--- config.mk ---
export PLATFORM = sky130hd
export DESIGN_NAME = rr_arbiter
export DESIGN_NICKNAME = d
export VERILOG_FILES = /design/src/rtl/move_collision_checker_rr_arbiter.sv
export SDC_FILE = /design/constraint.sdc
export NUM_CORES = 1
export LEC_CHECK = 0
export ABC_AREA = 1
export CAP_MARGIN = 20
export CORE_AREA = 2 2 39 41
export DETAILED_ROUTE_END_ITERATION = 8
export DIE_AREA = 0 0 41 43
export DONT_BUFFER_PORTS = 1
export GPL_TIMING_DRIVEN = 0
export PLACE_DENSITY_LB_ADDON = 0.1
export RECOVER_POWER = 25
export SETUP_SLACK_MARGIN = 0.2
export SLEW_MARGIN = 20
export SYNTH_ARGS = -nofsm -noshare
export SYNTH_HDL_FRONTEND = slang
export SYNTH_SLANG_ARGS = --single-unit
--- constraint.sdc ---
create_clock -name vclk -period 3
set_input_delay 0.45 -clock vclk [all_inputs]
set_output_delay 0.45 -clock vclk [all_outputs]
set_load 0.05 [all_outputs]
--- src/rtl/move_collision_checker_rr_arbiter.sv ---
// Combinational round-robin arbiter: first request at or after ptr, wrapping modulo N.
module rr_arbiter #(
    parameter int unsigned N    = 4,
    parameter int unsigned ID_W = 2
) (
    input  logic [N-1:0]    req,
    input  logic [ID_W-1:0] ptr,
    output logic [N-1:0]    grant,
    output logic [ID_W-1:0] id,
    output logic            any
);
    int unsigned idx;

    always_comb begin
        grant = '0;
        id    = '0;
        any   = 1'b0;
        idx   = 0;
        for (int unsigned i = 0; i < N; i++) begin
            idx = (32'(ptr) + i) % N;
            if (!any && req[idx]) begin
                any        = 1'b1;
                grant[idx] = 1'b1;
                id         = ID_W'(idx);
            end
        end
    end
endmodule

* Word level (Yosys, flattened, before mapping)
Index checks and enable logic that the tools add are counted.
Word-level totals: RAM bits 0, output and inout port bits 7, bits in latches 0, memories 0, bits in registers 0, memory bits (read-only) 0
Cells by class: muxes and demuxes 28, add/subtract/negate cells 3, divide/modulo/power cells 0, multiply operators 0, equal/unequal tests 0, bitwise operators 3, reduce and logical (&&, ||, !) cells 10, shift operators 0, $lt $le $gt $ge 8
Operators by type and width (count):
- $mux 4 | 4
- $lt 2x3->1 const B | 4
- $mux 1 | 12
- $or 4x4->4 | 3
- $bmux 1 s2 | 4
- $demux 1 s2 | 4
- $ge 2x1->1 const B | 4
- $mux 2 | 4
- $logic_and 1x1->1 | 7
- $add 2x2->2 const B | 2
- $logic_not 1->1 | 3
- $add 2x1->2 const B | 1

* Longest topological paths before layout
Gate-level depths: netlist of the first run.
depth after elaboration 12, depth in mapped cells 9, gate-level depth less buffers 8

* Least setup slack after synthesis of the first run
OpenSTA, ideal clock, no wires.
kind input port to output port, start point input port ptr[1], end point output port grant[0], cell stages on the path 8, required time 2.550 ns, arrival 1.804 ns, path slack 0.746 ns, path through inv_1 > ha_1 > inv_1 > nand3_1 > nand2_1 > nor2_1 > a21oi_1 > nand3_1
On the way: longest elaborated chain between the ends 12, elaborated cells on any way between the ends 47, those cells by class add/sub: 3; order compare: 8; mux: 23; bitwise: 3; reduce/logical: 10
Ends and longest elaborated chain:
- from (decl) | RTL line 7 | input logic [ID_W-1:0] ptr,
- branches (longest 11 deep; another with $lt 2x3->1)
- $mux 4 * | RTL line 21 | if (!any && req[idx]) begin
- to (decl) | RTL line 8 | output logic [N-1:0] grant,
Every way passes the cells marked *. The select of a mux whose other input is x is not followed.

* Final worst setup path of the first run
start point input port ptr[1], end point output port grant[3]
Same word-level chain as after synthesis.

==> impl_metrics.toml, run 1 <==
[sta]
max_slew_margin_pct = 58.73
hold_violations = 0
finalMaxSlewViolations = 0
grt_setup_unrepaired = "no"
fin_crit_ns = 2.467
finalCritPeriodShare_pct = 82.23
max_freq_mhz = 405.3
tightest_slew_ns = 0.6173
fin_tns_setup_ns = 0
setup_viol = 0

[floorplanning]
die_area_sq_um = 1763
start_util_pct = 31.83
die-width_um = 41
num_io_pins = 13
rows = 14
die_h_um = 43
core-area_sq_um = 1384

[hold_path]
hold_path_depth = 2
min_from = "ptr[0]"
hold_class = "in -> out"
min_to = "id[0]"

[detailed_routing]
wl_per_cell_um = 12.03
wl_met3_um = 53
vias_per_cell = 5.344
vias = 481
firstDrtPassIters = 4
final_antenna_net_count = 0
top_layer = "met3"
drc = 0
wl_um = 1083
wl_met1_um = 506
wl_met2_um = 523
detail_route.iter0.violations = 4

[yosys]
synthMostInstantiatedCell = "nand2_1"
netlist.area_leader.share_pct = 15.91
syn_nets = 85
avgSynthCellArea_sq_um = 5.952
yosys-top-cells-count = "nand2_1, nand3_1, inv_1"
ys_top_cells_by_area = "nand3_1, ha_1, nand2_1"
yosys.area.top_type = "nand3_1"
synth_cell_type_count = 15
yosysWarnings = 0
synth_area_sq_um = 440.4
syn_inst = 74
ys_seq_area_share_pct = 0

[flow_run]
drv_cap = 0

[worst_setup_path]
crit_chain = "inv_1, ha_1, inv_1, nand3_1, nand2_1, nor2_1, a21oi_1, nand3_1"
cp-end-kind = "output pin"
required_ns = 2.55
crit_path_start_kind = "input pin"
cpMaxStageDelayCell = "nand3_1"
path_class = "in -> out"
path_max_fanout = 6
cpPeakStageDelay_ns = 0.43
arrival_ns = 2.02

[pwr]
leakagePower_nw = 0.2355
vdd_drop_max_mv = 0.07539
p_clk_share_pct = 0
internal-power_mw = 0.02718
p_sw_share_pct = 77.74
p_switching_mw = 0.09495
power_frac_comb_pct = 100.0
powerDensity_nw_per_um2 = 265.2
p_seq_share_pct = 0

[cells_and_area]
clock_buffers = 0
seqCellArea_sq_um = 0
syn2layout_area_growth_pct = 4.546
seq_cells = 0
utilization_pct = 33.27
drive_above_1_share_pct = 17.57
n_antenna_cell = 0
nets = 87

[global_route]
grt_pass1_vias = 474
grt-ovfl-total = 0
antenna_found_initial = 0
grt_max_degree = 11
grt_pass1_wl_um = 2035
track_usage_pct = 15.18

[cts]
postCtsResizedCells = 0
cts-hold-fix-buffers = 0
cts.repair_timing.setup_buffer_count = 0

[outcome]
status = "complete, no violations"

[placement]
io_buffer_count = 0
dp_hpwl_um = 871.2
globalplace.congestion = 0.7392
power groups by stage:
| stage | Sequential, mW | Combinational [mW] | Clock, mW |
|---|---|---|---|
| detailed placement | 0 | 0.122 | 0 |
| finish | 0 | 0.122 | 0 |
| floorplan | 0 | 0.108 | 0 |
| global route | 0 | 0.133 | 0 |
| global placement | 0 | 0.122 | 0 |
| CTS | 0 | 0.123 | 0 |
metal layers:
metal / vias to the layer above / global-route usage (%)
li1: 256 / -
met1: 219 / 21.20
met2: 6 / 25.31
met3: 0 / 2.094
met4: 0 / 0
met5: - / 0
cells by family after synthesis:
group / share of synthesized area, %
compound gates: 14.77
simple gates: 60.79
fa+ha+maj: 14.20
buf+inv: 10.23
how the worst max path moves through the flow:
stage	from	to	slack, ns	cells after the start
after global placement	ptr[1]	grant[0]	0.52	8
after floorplan	ptr[1]	grant[0]	0.75	8
after detailed placement	ptr[1]	grant[3]	0.54	8
after global routing	ptr[1]	id[0]	0.42	8
after CTS	ptr[0]	grant[3]	0.53	8
final	ptr[1]	grant[3]	0.53	8
per-stage QoR:
step                power [mW]  setup slack (ns)  instances  cell area [sq um]  hold slack (ns)
detailed placement      0.1223            0.5404         90              460.4            1.350
global route            0.1330            0.4166         90              460.4            1.399
finish                  0.1221            0.5330         90              460.4            1.346
global placement        0.1225            0.5207         90              460.4            1.347
CTS                     0.1227            0.5325         90              460.4            1.350
floorplan               0.1080            0.7457         74              440.4            1.326
cell usage in the layout, fill, tap and decap left out:
cell type / Yosys / routed
nand2_1: 15 / 15
nand3_1: 14 / 14
inv_1: 8 / 8
nand2_2: 7 / 7
nand4_1: 7 / 7
a21oi_1: 7 / 7
ha_1: 5 / 5
a21boi_0: 4 / 4
inv_2: 1 / 1
nand3_2: 1 / 1
nand3_4: 1 / 1
nand2_4: 1 / 1
nor2_4: 1 / 1
buf_6: 1 / 1
nor2_1: 1 / 1
worst max-delay path: cells and delay by family:
kind | cells | cell delay, ns
buffers and inverters | 2 | 0.19
adder cells (fa/ha/maj) | 1 | 0.38
AND/OR/NAND/NOR | 4 | 0.88
AO/OA/AOI/OAI | 1 | 0.12
final cells by class:
| class | count | area, sq um |
|---|---|---|
| multi-input combinational | 64 | 395.4 |
| buffer | 1 | 11.26 |
| tap | 16 | 20.02 |
| fill | 168 | 923.4 |
| inverter | 9 | 33.78 |
No activity file was read; power rests on OpenSTA's default activity.
==> run 2: changes to the inputs <==
==> constraint.sdc (replaced) <==
create_clock -name vclk -period 2.6
set_input_delay 0.39 -clock vclk [all_inputs]
set_output_delay 0.39 -clock vclk [all_outputs]
set_load 0.05 [all_outputs]
==> run 2 against run 1 <==
  * Worst hold slack lost 0.23 ns
  * Combinational power grew 20%
  * Final area grew 5.4%
  * Via count grew 2.7%
  * Total power grew 20%
  * Critical path depth is the same
  * Count of clock-buffer cells in the layout is the same
  * Core utilization grew 1.8 points
  * Die area is the same
  * Sequential share of layout area is the same
  * Setup slack lost 0.27 ns
  * Sequential cell count is the same
  * Critical path type unchanged
  * Largest power group unchanged
  * Highest routed layer unchanged
==> impl_metrics.toml, run 2 (synthesis results as in run 1) <==
[outcome]
status = "complete, no violations"

[global_route]
grt_pass1_wl_um = 2035
grt-ovfl-total = 0
track_usage_pct = 15.18
grt_pass1_vias = 474
antenna_found_initial = 0
grt_max_degree = 11

[cells_and_area]
final_common_cell = "nand2_1"
drive_above_1_share_pct = 24.32
n_antenna_cell = 0
clock_buffers = 0
syn2layout_area_growth_pct = 10.23
final_cell_mix = "nand2_1, nand3_1, inv_1"
seqCellArea_sq_um = 0
nets = 87
seq_cells = 0

[placement]
pre_cts_ws_ns = 0.2604
io_buffer_count = 0
dp_hpwl_um = 871.2
globalplace.congestion = 0.7392

[hold_path]
hold_class = "in -> out"

[pwr]
p_switching_mw = 0.1130
vdd_drop_max_mv = 0.08661
p_sw_share_pct = 76.90
p_seq_share_pct = 0
leakagePower_nw = 0.2605
powerDensity_nw_per_um2 = 302.7
power_frac_comb_pct = 100.0
internal-power_mw = 0.03395
p_clk_share_pct = 0
total_power_mw = 0.1470

[detailed_routing]
wl_um = 1156
wl_per_cell_um = 12.84
detail_route.iter0.violations = 4
vias_per_cell = 5.489
final_antenna_net_count = 0
vias = 494
firstDrtPassIters = 4
drc = 0

[flow_run]
drv_cap = 0

[floorplanning]
rows = 14
die_area_sq_um = 1763
start_util_pct = 31.83
core-area_sq_um = 1384
die_h_um = 43
die-width_um = 41
num_io_pins = 13

[worst_setup_path]
crit_path_start_kind = "input pin"
path_max_fanout = 6
cp-end-kind = "output pin"
path_class = "in -> out"
required_ns = 2.21
arrival_ns = 1.95

[sta]
timing.final.ws_setup_ns = 0.2635
max_freq_mhz = 428.0
max_slew_margin_pct = 58.75
setup_viol = 0
fin_tns_setup_ns = 0
grt_setup_unrepaired = "no"
tightest_slew_ns = 0.6169
hold_violations = 0
fin_crit_ns = 2.336
finalCritPeriodShare_pct = 89.87
finalMaxSlewViolations = 0

[cts]
cts-hold-fix-buffers = 0
## run 2: changes by cell type in the layout (fill, tap and decap cells not counted)
cell     delta
nand3_1     -5
nand3_2     +5
## run 2: critical path: stages
cell and delay [ns]:
inv_1 0.08, ha_1 0.38, inv_1 0.11, nand3_1 0.09
nand2_1 0.05, nor2_1 0.31, a21oi_1 0.12, nand3_1 0.43
## run 2: path summary, 6_finish.rpt
kind   start       end  slack (ns)  cells past startpoint
max   ptr[1]  grant[1]        0.26                      8
min   ptr[0]     id[0]        1.12                      2
## run 2: layer usage
layer	wire (um)	track usage [%]	vias up
li1	-	-	256
met1	539	21.20	232
met2	570	25.31	6
met3	47	2.094	0
met4	0	0	0
met5	0	0	-
## run 2: per-stage QoR
stage,util [%],std cells,area (sq um),hold WS [ns]
floorplan,-,74,440.4,1.206
global placement,33.27,90,460.4,1.227
detailed placement,33.27,90,460.4,1.230
CTS,33.27,90,460.4,1.230
global route,35.08,90,485.5,1.131
finish,35.08,90,485.5,1.120
## run 2: power groups by stage
stage | clock [mW] | combinational, mW | sequential [mW]
floorplan | 0 | 0.125 | 0
global placement | 0 | 0.141 | 0
detailed placement | 0 | 0.141 | 0
CTS | 0 | 0.142 | 0
global route | 0 | 0.158 | 0
finish | 0 | 0.147 | 0
## run 2: what timing repair did
item | 4_1_cts | 5_1_grt
buffers inserted | 0 | 0
setup endpoints to repair | 0 | 6
resized for setup | 0 | 6
## run 2: area by class of cell
type	count	area [sq um]
fillers	169	898.4
multi-input cells	64	420.4
inverters	9	33.78
well taps	16	20.02
plain buffers	1	11.26
